[src/rtl/matrix_pkg.sv]
// Shared definitions for the matrix load/multiply path: sync byte, parser
// state encoding, error codes, default matrix limits and small helpers.
package matrix_pkg;

    localparam logic [7:0] SYNC_BYTE  = 8'hA5;

    localparam int DEF_MAX_M  = 4;
    localparam int DEF_MAX_N  = 4;
    localparam int DEF_MAX_P  = 4;
    localparam int DEF_DATA_W = 8;

    typedef enum logic [2:0] {
        ST_IDLE   = 3'd0,
        ST_HDR_M  = 3'd1,
        ST_HDR_N  = 3'd2,
        ST_HDR_P  = 3'd3,
        ST_LOAD_A = 3'd4,
        ST_LOAD_B = 3'd5,
        ST_CHECK  = 3'd6
    } state_t;

    typedef enum logic [2:0] {
        ERR_NONE    = 3'd0,
        ERR_DIM     = 3'd1,
        ERR_CSUM    = 3'd2,
        ERR_TIMEOUT = 3'd3,
        ERR_OVERRUN = 3'd4
    } err_code_t;

    // Larger of two integers, used for sizing shared index ports.
    function automatic int max2(input int a, input int b);
        return (a > b) ? a : b;
    endfunction

    // Index width for a range of n entries, never narrower than one bit.
    function automatic int idx_w(input int n);
        return (n <= 1) ? 1 : $clog2(n);
    endfunction

    // A header dimension is legal when it lies in 1..max_v.
    function automatic logic dim_ok(input logic [7:0] v, input int max_v);
        return (v != 8'd0) && (int'(v) <= max_v);
    endfunction

endpackage

[src/rtl/matrix_frame_parser_if.sv]
// Byte-stream input, operand-memory write port and frame status of the
// matrix frame parser. The parser takes the master side, the UART/memory/
// multiply-FSM environment the slave side.
interface matrix_frame_parser_if import matrix_pkg::*; #(
    parameter int ROW_W  = idx_w(max2(DEF_MAX_M, DEF_MAX_N)),
    parameter int COL_W  = idx_w(max2(DEF_MAX_N, DEF_MAX_P)),
    parameter int DATA_W = DEF_DATA_W
);
    logic [7:0]        byte_in;
    logic              byte_valid;
    logic              core_busy;
    logic              wr_en;
    logic              wr_sel;
    logic [ROW_W-1:0]  wr_row;
    logic [COL_W-1:0]  wr_col;
    logic [DATA_W-1:0] wr_data;
    logic [2:0]        dim_m;
    logic [2:0]        dim_n;
    logic [2:0]        dim_p;
    logic              frame_done;
    logic              frame_err;
    err_code_t         err_code;
    logic              busy;

    modport master (
        input  byte_in, byte_valid, core_busy,
        output wr_en, wr_sel, wr_row, wr_col, wr_data,
        output dim_m, dim_n, dim_p, frame_done, frame_err, err_code, busy
    );

    modport slave (
        output byte_in, byte_valid, core_busy,
        input  wr_en, wr_sel, wr_row, wr_col, wr_data,
        input  dim_m, dim_n, dim_p, frame_done, frame_err, err_code, busy
    );
endinterface

[src/rtl/matrix_index_counter.sv]
// Row-major row/column walker with programmable limits. The column advances
// first; the last element wraps both indices back to zero so the same
// counter can immediately walk the next matrix.
module matrix_index_counter #(
    parameter int ROW_W = 2,
    parameter int COL_W = 2
) (
    input  logic             clk,
    input  logic             rst,
    input  logic             clear_i,
    input  logic             inc_i,
    input  logic [COL_W-1:0] col_last_i,
    input  logic [ROW_W-1:0] row_last_i,
    output logic [ROW_W-1:0] row_o,
    output logic [COL_W-1:0] col_o,
    output logic             last_o
);
    logic [ROW_W-1:0] row_q, row_d;
    logic [COL_W-1:0] col_q, col_d;

    assign row_o  = row_q;
    assign col_o  = col_q;
    assign last_o = (col_q == col_last_i) && (row_q == row_last_i);

    // Next index: clear wins, otherwise step column then row on increment.
    always_comb begin
        row_d = row_q;
        col_d = col_q;
        if (clear_i) begin
            row_d = {ROW_W{1'b0}};
            col_d = {COL_W{1'b0}};
        end else if (inc_i) begin
            if (col_q == col_last_i) begin
                col_d = {COL_W{1'b0}};
                if (row_q == row_last_i) begin
                    row_d = {ROW_W{1'b0}};
                end else begin
                    row_d = row_q + ROW_W'(1);
                end
            end else begin
                col_d = col_q + COL_W'(1);
            end
        end else begin
            row_d = row_q;
        end
    end

    // Index registers with synchronous reset.
    always_ff @(posedge clk) begin
        if (rst) begin
            row_q <= {ROW_W{1'b0}};
            col_q <= {COL_W{1'b0}};
        end else begin
            row_q <= row_d;
            col_q <= col_d;
        end
    end
endmodule

[src/rtl/matrix_frame_parser.sv]
// Decodes a framed matrix load (sync, M/N/P, A, B, XOR checksum) from the
// UART byte stream and writes the operands into the A/B memories.
// Optional macro FRAME_TIMEOUT_EN adds an inter-byte gap timeout.
module matrix_frame_parser import matrix_pkg::*; #(
    parameter int MAX_M          = DEF_MAX_M,
    parameter int MAX_N          = DEF_MAX_N,
    parameter int MAX_P          = DEF_MAX_P,
    parameter int DATA_W         = DEF_DATA_W,
    parameter int TIMEOUT_CYCLES = 50000000
) (
    input  logic                  clk,
    input  logic                  rst,
    matrix_frame_parser_if.master bus
);
    localparam int ROW_W = idx_w(max2(MAX_M, MAX_N));
    localparam int COL_W = idx_w(max2(MAX_N, MAX_P));

    state_t            state_q, state_d;
    logic [7:0]        csum_q, csum_d;
    logic [2:0]        dim_m_q, dim_m_d, dim_n_q, dim_n_d, dim_p_q, dim_p_d;
    logic              wr_en_q, wr_en_d, wr_sel_q, wr_sel_d;
    logic [ROW_W-1:0]  wr_row_q, wr_row_d;
    logic [COL_W-1:0]  wr_col_q, wr_col_d;
    logic [DATA_W-1:0] wr_data_q, wr_data_d;
    logic              done_q, done_d, err_q, err_d, busy_q, busy_d;
    err_code_t         err_code_q, err_code_d;

    logic              cnt_clear_s, cnt_inc_s, cnt_last_s, timeout_s;
    logic [ROW_W-1:0]  cnt_row_s, row_last_s;
    logic [COL_W-1:0]  cnt_col_s, col_last_s;

    matrix_index_counter #(.ROW_W(ROW_W), .COL_W(COL_W)) u_idx (
        .clk        (clk),
        .rst        (rst),
        .clear_i    (cnt_clear_s),
        .inc_i      (cnt_inc_s),
        .col_last_i (col_last_s),
        .row_last_i (row_last_s),
        .row_o      (cnt_row_s),
        .col_o      (cnt_col_s),
        .last_o     (cnt_last_s)
    );

`ifdef FRAME_TIMEOUT_EN
    localparam int GAP_W = $clog2(TIMEOUT_CYCLES + 1);
    localparam logic [GAP_W-1:0] GAP_LAST = GAP_W'(TIMEOUT_CYCLES - 1);
    logic [GAP_W-1:0] gap_q;

    // Gap counter: idle-only hold at zero, reloaded by every received byte.
    always_ff @(posedge clk) begin
        if (rst || (state_q == ST_IDLE) || bus.byte_valid) begin
            gap_q <= {GAP_W{1'b0}};
        end else begin
            gap_q <= gap_q + GAP_W'(1);
        end
    end
    assign timeout_s = (state_q != ST_IDLE) && (gap_q == GAP_LAST);
`else
    assign timeout_s = 1'b0;
`endif

    // Walk limits: A is M x N, B is N x P.
    always_comb begin
        if (state_q == ST_LOAD_B) begin
            col_last_s = COL_W'(dim_p_q - 3'd1);
            row_last_s = ROW_W'(dim_n_q - 3'd1);
        end else begin
            col_last_s = COL_W'(dim_n_q - 3'd1);
            row_last_s = ROW_W'(dim_m_q - 3'd1);
        end
    end

    // Frame FSM next state and registered-output next values.
    always_comb begin
        state_d     = state_q;
        csum_d      = csum_q;
        dim_m_d     = dim_m_q;
        dim_n_d     = dim_n_q;
        dim_p_d     = dim_p_q;
        wr_en_d     = 1'b0;
        wr_sel_d    = wr_sel_q;
        wr_row_d    = wr_row_q;
        wr_col_d    = wr_col_q;
        wr_data_d   = wr_data_q;
        done_d      = 1'b0;
        err_d       = 1'b0;
        err_code_d  = err_code_q;
        cnt_clear_s = 1'b0;
        cnt_inc_s   = 1'b0;

        if ((state_q != ST_IDLE) && bus.byte_valid && bus.core_busy) begin
            state_d    = ST_IDLE;
            err_d      = 1'b1;
            err_code_d = ERR_OVERRUN;
        end else if (bus.byte_valid && !bus.core_busy) begin
            case (state_q)
                ST_IDLE: begin
                    if (bus.byte_in == SYNC_BYTE) begin
                        csum_d      = 8'h00;
                        cnt_clear_s = 1'b1;
                        state_d     = ST_HDR_M;
                    end else begin
                        state_d = ST_IDLE;
                    end
                end
                ST_HDR_M: begin
                    if (dim_ok(bus.byte_in, MAX_M)) begin
                        dim_m_d = bus.byte_in[2:0];
                        csum_d  = csum_q ^ bus.byte_in;
                        state_d = ST_HDR_N;
                    end else begin
                        state_d    = ST_IDLE;
                        err_d      = 1'b1;
                        err_code_d = ERR_DIM;
                    end
                end
                ST_HDR_N: begin
                    if (dim_ok(bus.byte_in, MAX_N)) begin
                        dim_n_d = bus.byte_in[2:0];
                        csum_d  = csum_q ^ bus.byte_in;
                        state_d = ST_HDR_P;
                    end else begin
                        state_d    = ST_IDLE;
                        err_d      = 1'b1;
                        err_code_d = ERR_DIM;
                    end
                end
                ST_HDR_P: begin
                    if (dim_ok(bus.byte_in, MAX_P)) begin
                        dim_p_d = bus.byte_in[2:0];
                        csum_d  = csum_q ^ bus.byte_in;
                        state_d = ST_LOAD_A;
                    end else begin
                        state_d    = ST_IDLE;
                        err_d      = 1'b1;
                        err_code_d = ERR_DIM;
                    end
                end
                ST_LOAD_A, ST_LOAD_B: begin
                    wr_en_d   = 1'b1;
                    wr_sel_d  = (state_q == ST_LOAD_B);
                    wr_row_d  = cnt_row_s;
                    wr_col_d  = cnt_col_s;
                    wr_data_d = DATA_W'(bus.byte_in);
                    csum_d    = csum_q ^ bus.byte_in;
                    cnt_inc_s = 1'b1;
                    if (cnt_last_s) begin
                        state_d = (state_q == ST_LOAD_A) ? ST_LOAD_B : ST_CHECK;
                    end else begin
                        state_d = state_q;
                    end
                end
                ST_CHECK: begin
                    state_d = ST_IDLE;
                    if (bus.byte_in == csum_q) begin
                        done_d = 1'b1;
                    end else begin
                        err_d      = 1'b1;
                        err_code_d = ERR_CSUM;
                    end
                end
                default: begin
                    state_d = ST_IDLE;
                end
            endcase
        end else if (timeout_s) begin
            state_d    = ST_IDLE;
            err_d      = 1'b1;
            err_code_d = ERR_TIMEOUT;
        end else begin
            state_d = state_q;
        end

        busy_d = (state_d != ST_IDLE);
    end

    // State and output registers with synchronous reset.
    always_ff @(posedge clk) begin
        if (rst) begin
            state_q    <= ST_IDLE;
            csum_q     <= 8'h00;
            dim_m_q    <= 3'd0;
            dim_n_q    <= 3'd0;
            dim_p_q    <= 3'd0;
            wr_en_q    <= 1'b0;
            wr_sel_q   <= 1'b0;
            wr_row_q   <= {ROW_W{1'b0}};
            wr_col_q   <= {COL_W{1'b0}};
            wr_data_q  <= {DATA_W{1'b0}};
            done_q     <= 1'b0;
            err_q      <= 1'b0;
            err_code_q <= ERR_NONE;
            busy_q     <= 1'b0;
        end else begin
            state_q    <= state_d;
            csum_q     <= csum_d;
            dim_m_q    <= dim_m_d;
            dim_n_q    <= dim_n_d;
            dim_p_q    <= dim_p_d;
            wr_en_q    <= wr_en_d;
            wr_sel_q   <= wr_sel_d;
            wr_row_q   <= wr_row_d;
            wr_col_q   <= wr_col_d;
            wr_data_q  <= wr_data_d;
            done_q     <= done_d;
            err_q      <= err_d;
            err_code_q <= err_code_d;
            busy_q     <= busy_d;
        end
    end

    assign bus.wr_en      = wr_en_q;
    assign bus.wr_sel     = wr_sel_q;
    assign bus.wr_row     = wr_row_q;
    assign bus.wr_col     = wr_col_q;
    assign bus.wr_data    = wr_data_q;
    assign bus.dim_m      = dim_m_q;
    assign bus.dim_n      = dim_n_q;
    assign bus.dim_p      = dim_p_q;
    assign bus.frame_done = done_q;
    assign bus.frame_err  = err_q;
    assign bus.err_code   = err_code_q;
    assign bus.busy       = busy_q;
endmodule
[src/flat_wrapper.sv]
// flat-port wrapper written by rule: the top's interface ports become plain ports
module matrix_frame_parser_flat import matrix_pkg::*;
#(
    parameter int MAX_M          = DEF_MAX_M,
    parameter int MAX_N          = DEF_MAX_N,
    parameter int MAX_P          = DEF_MAX_P,
    parameter int DATA_W         = DEF_DATA_W,
    parameter int TIMEOUT_CYCLES = 50000000
)
  (clk, rst, bus_byte_in, bus_byte_valid, bus_core_busy, bus_wr_en, bus_wr_sel, bus_wr_row, bus_wr_col, bus_wr_data, bus_dim_m, bus_dim_n, bus_dim_p, bus_frame_done, bus_frame_err, bus_err_code, bus_busy);
  matrix_frame_parser_if #(.DATA_W(DATA_W)) bus_i ();
  input  logic clk;
  input  logic rst;
  input wire logic [$bits(bus_i.byte_in)-1:0] bus_byte_in;
  input wire logic [$bits(bus_i.byte_valid)-1:0] bus_byte_valid;
  input wire logic [$bits(bus_i.core_busy)-1:0] bus_core_busy;
  output wire logic [$bits(bus_i.wr_en)-1:0] bus_wr_en;
  output wire logic [$bits(bus_i.wr_sel)-1:0] bus_wr_sel;
  output wire logic [$bits(bus_i.wr_row)-1:0] bus_wr_row;
  output wire logic [$bits(bus_i.wr_col)-1:0] bus_wr_col;
  output wire logic [$bits(bus_i.wr_data)-1:0] bus_wr_data;
  output wire logic [$bits(bus_i.dim_m)-1:0] bus_dim_m;
  output wire logic [$bits(bus_i.dim_n)-1:0] bus_dim_n;
  output wire logic [$bits(bus_i.dim_p)-1:0] bus_dim_p;
  output wire logic [$bits(bus_i.frame_done)-1:0] bus_frame_done;
  output wire logic [$bits(bus_i.frame_err)-1:0] bus_frame_err;
  output wire logic [$bits(bus_i.err_code)-1:0] bus_err_code;
  output wire logic [$bits(bus_i.busy)-1:0] bus_busy;
  assign bus_i.byte_in = bus_byte_in;
  assign bus_i.byte_valid = bus_byte_valid;
  assign bus_i.core_busy = bus_core_busy;
  assign bus_wr_en = bus_i.wr_en;
  assign bus_wr_sel = bus_i.wr_sel;
  assign bus_wr_row = bus_i.wr_row;
  assign bus_wr_col = bus_i.wr_col;
  assign bus_wr_data = bus_i.wr_data;
  assign bus_dim_m = bus_i.dim_m;
  assign bus_dim_n = bus_i.dim_n;
  assign bus_dim_p = bus_i.dim_p;
  assign bus_frame_done = bus_i.frame_done;
  assign bus_frame_err = bus_i.frame_err;
  assign bus_err_code = bus_i.err_code;
  assign bus_busy = bus_i.busy;
  matrix_frame_parser #(.MAX_M(MAX_M), .MAX_N(MAX_N), .MAX_P(MAX_P), .DATA_W(DATA_W), .TIMEOUT_CYCLES(TIMEOUT_CYCLES)) u_core (.clk(clk), .rst(rst), .bus(bus_i));
endmodule
[config.mk]
export PLATFORM = sky130hd
export DESIGN_NAME = matrix_frame_parser_flat
export DESIGN_NICKNAME = d
export VERILOG_FILES = /design/src/rtl/matrix_pkg.sv /design/src/rtl/matrix_frame_parser_if.sv /design/src/rtl/matrix_index_counter.sv /design/src/rtl/matrix_frame_parser.sv /design/src/flat_wrapper.sv
export SDC_FILE = /design/constraint.sdc
export NUM_CORES = 1
export LEC_CHECK = 0
export ABC_CLOCK_PERIOD_IN_PS = 2290
export CORE_ASPECT_RATIO = 1.1
export CORE_MARGIN = 2
export CORE_UTILIZATION = 55
export DETAILED_ROUTE_END_ITERATION = 6
export DONT_BUFFER_PORTS = 1
export HOLD_SLACK_MARGIN = 0.08
export MAX_ROUTING_LAYER = met4
export PLACE_DENSITY = 0.7
export REMOVE_ABC_BUFFERS = 1
export SYNTH_ARGS = -nofsm -noshare
export SYNTH_HDL_FRONTEND = slang
export SYNTH_SLANG_ARGS = --single-unit
[constraint.sdc]
create_clock -name clk -period 2.29 [get_ports clk]
set_input_delay 0.458 -clock clk [delete_from_list [all_inputs] [get_ports clk]]
set_output_delay 0.458 -clock clk [all_outputs]
set_load 0.02 [all_outputs]
==> impl_metrics.yaml <==
pwr:
  switching_power_uw: 308.0
  switching_share_pct: 21.70
  vdd_ir_drop_max_v: 0.0004180
  p_int_uw: 1111
  total_power_uw: 1419
  pwr-share-seq_pct: 54.3
  p_leak_uw: 0.0008902
  cellPowerDensity_nw_per_um2: 577.6
  power_frac_clock_pct: 42.2
  pwr-share-comb_pct: 3.5
yosys:
  ys_warn_count: 0
  ys_seq_area_share_pct: 38.22
  synthCells: 265
  synth.cell_area_um2: 2305
  syn_avg_cell_area_um2: 8.697
  ys_ff_latch: 44
  synth_cell_types: 54
die:
  start_util_pct: 57.71
  rows: 24
  die_w_um: 65.72
  dieArea_um2: 4725
  io_pins: 41
  die_height_um: 71.89
  coreArea_um2: 3994
timing:
  relSlewSlack_pct: 62.59
  setup_viol_count_final: 0
  period_share_pct: 84.37
  worst_pin_slew_ps: 556.6
  fin_skew_ps: 8.105
  fmax_mhz: 517.6
  setup_tns_ps: 0
  final_hold_viol_count: 0
  rsz0062_at_grt: "no"
  slew_viol_final: 0
  final.min_clock_period_ps: 1932
clock_network:
  clkTransAtPathRegs_ps: 90
  cts.sinks: 44
  cts_max_path_buffers: 2
  ctsHoldBuffers: 0
  cts_inserted_buffers: 5
  clock_latency_ps: 300
  cts_tree: "yes"
  ctsResizeCount: 0
  postCtsSetupRepairBufs: 0
  cts_root_buffer: "clkbuf_8"
  h-tree-depth: 2
global_route:
  antenna_found_initial: 0
  grt_pass1_vias: 1839
  grt_pass1_wl_um: 8673
  track_usage_pct: 24.64
  grt_start_max_net_pins: 38
  grt_overflow: 0
worst_setup_path:
  critPathArrivalTime_ps: 2180
  r2r_cells: 5
  critPathSlowestCell: "dfxtp_1"
  crit_required_ps: 2530
  start_kind: "flop"
  max_stage_delay_ps: 570
  cp_num_buf_inv: 0
  path_class: "reg -> reg"
  cp.depth: 5
  crit_path_end_kind: "flop"
  crit_family: "simple AND/OR/NAND/NOR gates"
  worstPathMaxFanout: 9
  path_cells: "nand3b_4, mux2i_1, xnor2_1, or4b_1, nand4b_1"
layout:
  drive_gt1_share_pct: 11.24
  final_nets: 278
  syn2layout_area_growth_pct: 6.623
  n_fill_cell: 347
  diodes: 0
route:
  drtPass1Iterations: 4
  routed_wirelength_um: 5227
  drt_iter0_markers: 133
  route.detailed.drc: 0
  ant_nets: 0
  via_count: 1905
  wl_per_cell_um: 16.39
  via_per_inst: 5.972
hold_path:
  hold_depth: 1
  hold_path_class: "in -> reg"
outcome:
  outcome: "finished clean"
placement:
  dp_hpwl_um: 3659
  portBuffers: 0
  gp_congestion: 0.8523
run:
  maxCapViolCount: 0
==> logic make-up (layout without fill, tap and decap cells) <==
group,after synthesis,in the layout,synth area share [%]
xor+xnor,17,17,6.460
compound gates,62,62,19.33
simple gates,104,104,24.76
flops,44,44,38.22
mux,13,13,5.646
buf+inv,25,27,5.591
==> sequential cells by signal (all words and copies together) (netlist names) <==
register,cells
u_core.bus.wr_data,8
u_core.csum_q,8
u_core.bus.dim_m,3
u_core.bus.dim_n,3
u_core.bus.dim_p,3
u_core.bus.err_code,3
u_core.state_q,3
u_core.bus.wr_col,2
u_core.bus.wr_row,2
u_core.u_idx.col_o,2
u_core.u_idx.row_o,2
u_core.bus.busy,1
u_core.bus.frame_done,1
u_core.bus.frame_err,1
u_core.bus.wr_en,1
u_core.bus.wr_sel,1
==> power groups by stage <==
| stage | clock (µW) | combinational, µW | sequential [µW] |
|---|---|---|---|
| final | 598 | 49.6 | 771 |
| after global routing | 644 | 55.4 | 772 |
| after CTS | 613 | 49.6 | 771 |
| after detailed placement | 0 | 49.5 | 789 |
| after global placement | 0 | 48.9 | 789 |
| after floorplan | 0 | 37.8 | 788 |
==> layer usage <==
metal / wire (µm) / track usage, % / vias to the layer above
met1: 2375 / 32.54 / 890
met4: 76 / 9.722 / 0
met3: 354 / 6.977 / 7
met2: 2421 / 35.69 / 54
met5: 0 / - / -
li1: - / - / 954
==> layout by cell type, fill, tap and decap left out, types with 2 or more instances in the layout <==
cell | Yosys | layout
dfxtp_1 | 44 | 44
o41ai_1 | 2 | 2
or2_2 | 4 | 4
nor4b_2 | 2 | 2
a21oi_1 | 18 | 18
nand3b_1 | 2 | 2
o311ai_0 | 6 | 6
nor3_1 | 8 | 8
a311oi_1 | 3 | 3
nor2_1 | 25 | 25
nor4_1 | 5 | 5
o31ai_1 | 3 | 3
nor2b_1 | 3 | 3
xor2_1 | 10 | 10
o2111ai_1 | 4 | 4
a31oi_1 | 2 | 2
inv_1 | 9 | 9
mux2i_1 | 13 | 13
a2111oi_0 | 3 | 3
clkbuf_8 | 0 | 5
o21ai_0 | 10 | 10
buf_4 | 2 | 9
xnor2_1 | 7 | 7
nand3_1 | 5 | 5
nand2b_1 | 7 | 7
nand2_1 | 29 | 29
a21o_1 | 2 | 2
==> worst paths after layout <==
kind                                                    startpoint                                  to  slack, ps
worst min-delay path                                           rst  u_core.bus.wr_data[2]$_SDFFE_PP0P_        220
worst max register to register        u_core.state_q[0]$_SDFF_PP0_          u_core.bus.busy$_SDFF_PP0_        360
worst min register to register  u_core.u_idx.row_o[0]$_SDFFE_PP0P_   u_core.bus.wr_row[0]$_SDFFE_PP0P_        490
worst max-delay path                  u_core.state_q[0]$_SDFF_PP0_          u_core.bus.busy$_SDFF_PP0_        360
==> stage by stage <==
step / area, µm² / setup slack, ps / cells / hold slack [ps] / utilization, %
after floorplan: 2213 / 179.7 / 250 / 452.3 / -
after global placement: 2346 / 346.0 / 311 / 476.3 / 58.74
after detailed placement: 2346 / 310.0 / 311 / 482.7 / 58.74
after CTS: 2457 / 373.0 / 319 / 204.9 / 61.53
after global routing: 2457 / 172.6 / 319 / 196.3 / 61.53
final: 2457 / 357.9 / 319 / 215.5 / 61.53
==> synthesized netlist by cell type, drive strengths merged <==
master | number | share of area (%)
or2 | 5 | 1.4
xnor2 | 7 | 2.7
o211ai | 1 | 0.92
nand2 | 29 | 4.7
o31ai | 3 | 0.98
or4 | 1 | 0.33
nor3b | 2 | 1.1
nor4 | 6 | 1.9
and4 | 1 | 0.38
nor2b | 3 | 0.81
nand2b | 7 | 1.9
a21oi | 19 | 4.6
a2111oi | 3 | 1.1
o21ai | 11 | 2.4
nor2 | 25 | 4.1
a21o | 2 | 0.65
clkinv | 1 | 0.16
or3 | 1 | 0.27
a21boi | 1 | 0.33
dfxtp | 44 | 38
xor2 | 10 | 3.8
a41o | 1 | 0.43
nor4b | 2 | 1.3
and2 | 1 | 0.27
o41ai | 2 | 0.76
buf | 10 | 3.1
or4b | 1 | 0.43
and4b | 1 | 0.43
a311oi | 3 | 1.1
o211a | 1 | 0.43
and3 | 1 | 0.27
a211o | 1 | 0.38
o311ai | 6 | 2.3
o2111ai | 4 | 1.5
nand3 | 5 | 1.1
a31oi | 2 | 0.54
o22a | 1 | 0.38
inv | 9 | 1.5
nand3b | 3 | 1.5
nor3 | 9 | 2.2
o21ba | 1 | 0.43
nand4b | 1 | 0.38
mux2i | 13 | 5.6
clkbuf | 5 | 0.81
==> cell type report <==
| type | count | area (µm²) | share of cell area (%) |
|---|---|---|---|
| clock buffers | 5 | 68.82 | 2.800 |
| clock inverters | 3 | 42.54 | 1.731 |
| inverters | 10 | 37.54 | 1.527 |
| multi-input cells | 196 | 1295 | 52.70 |
| flip-flops and latches | 44 | 880.8 | 35.85 |
| well taps | 52 | 65.06 | 2.648 |
| repair buffers | 9 | 67.56 | 2.749 |
Power figures use the tool's default switching activity.
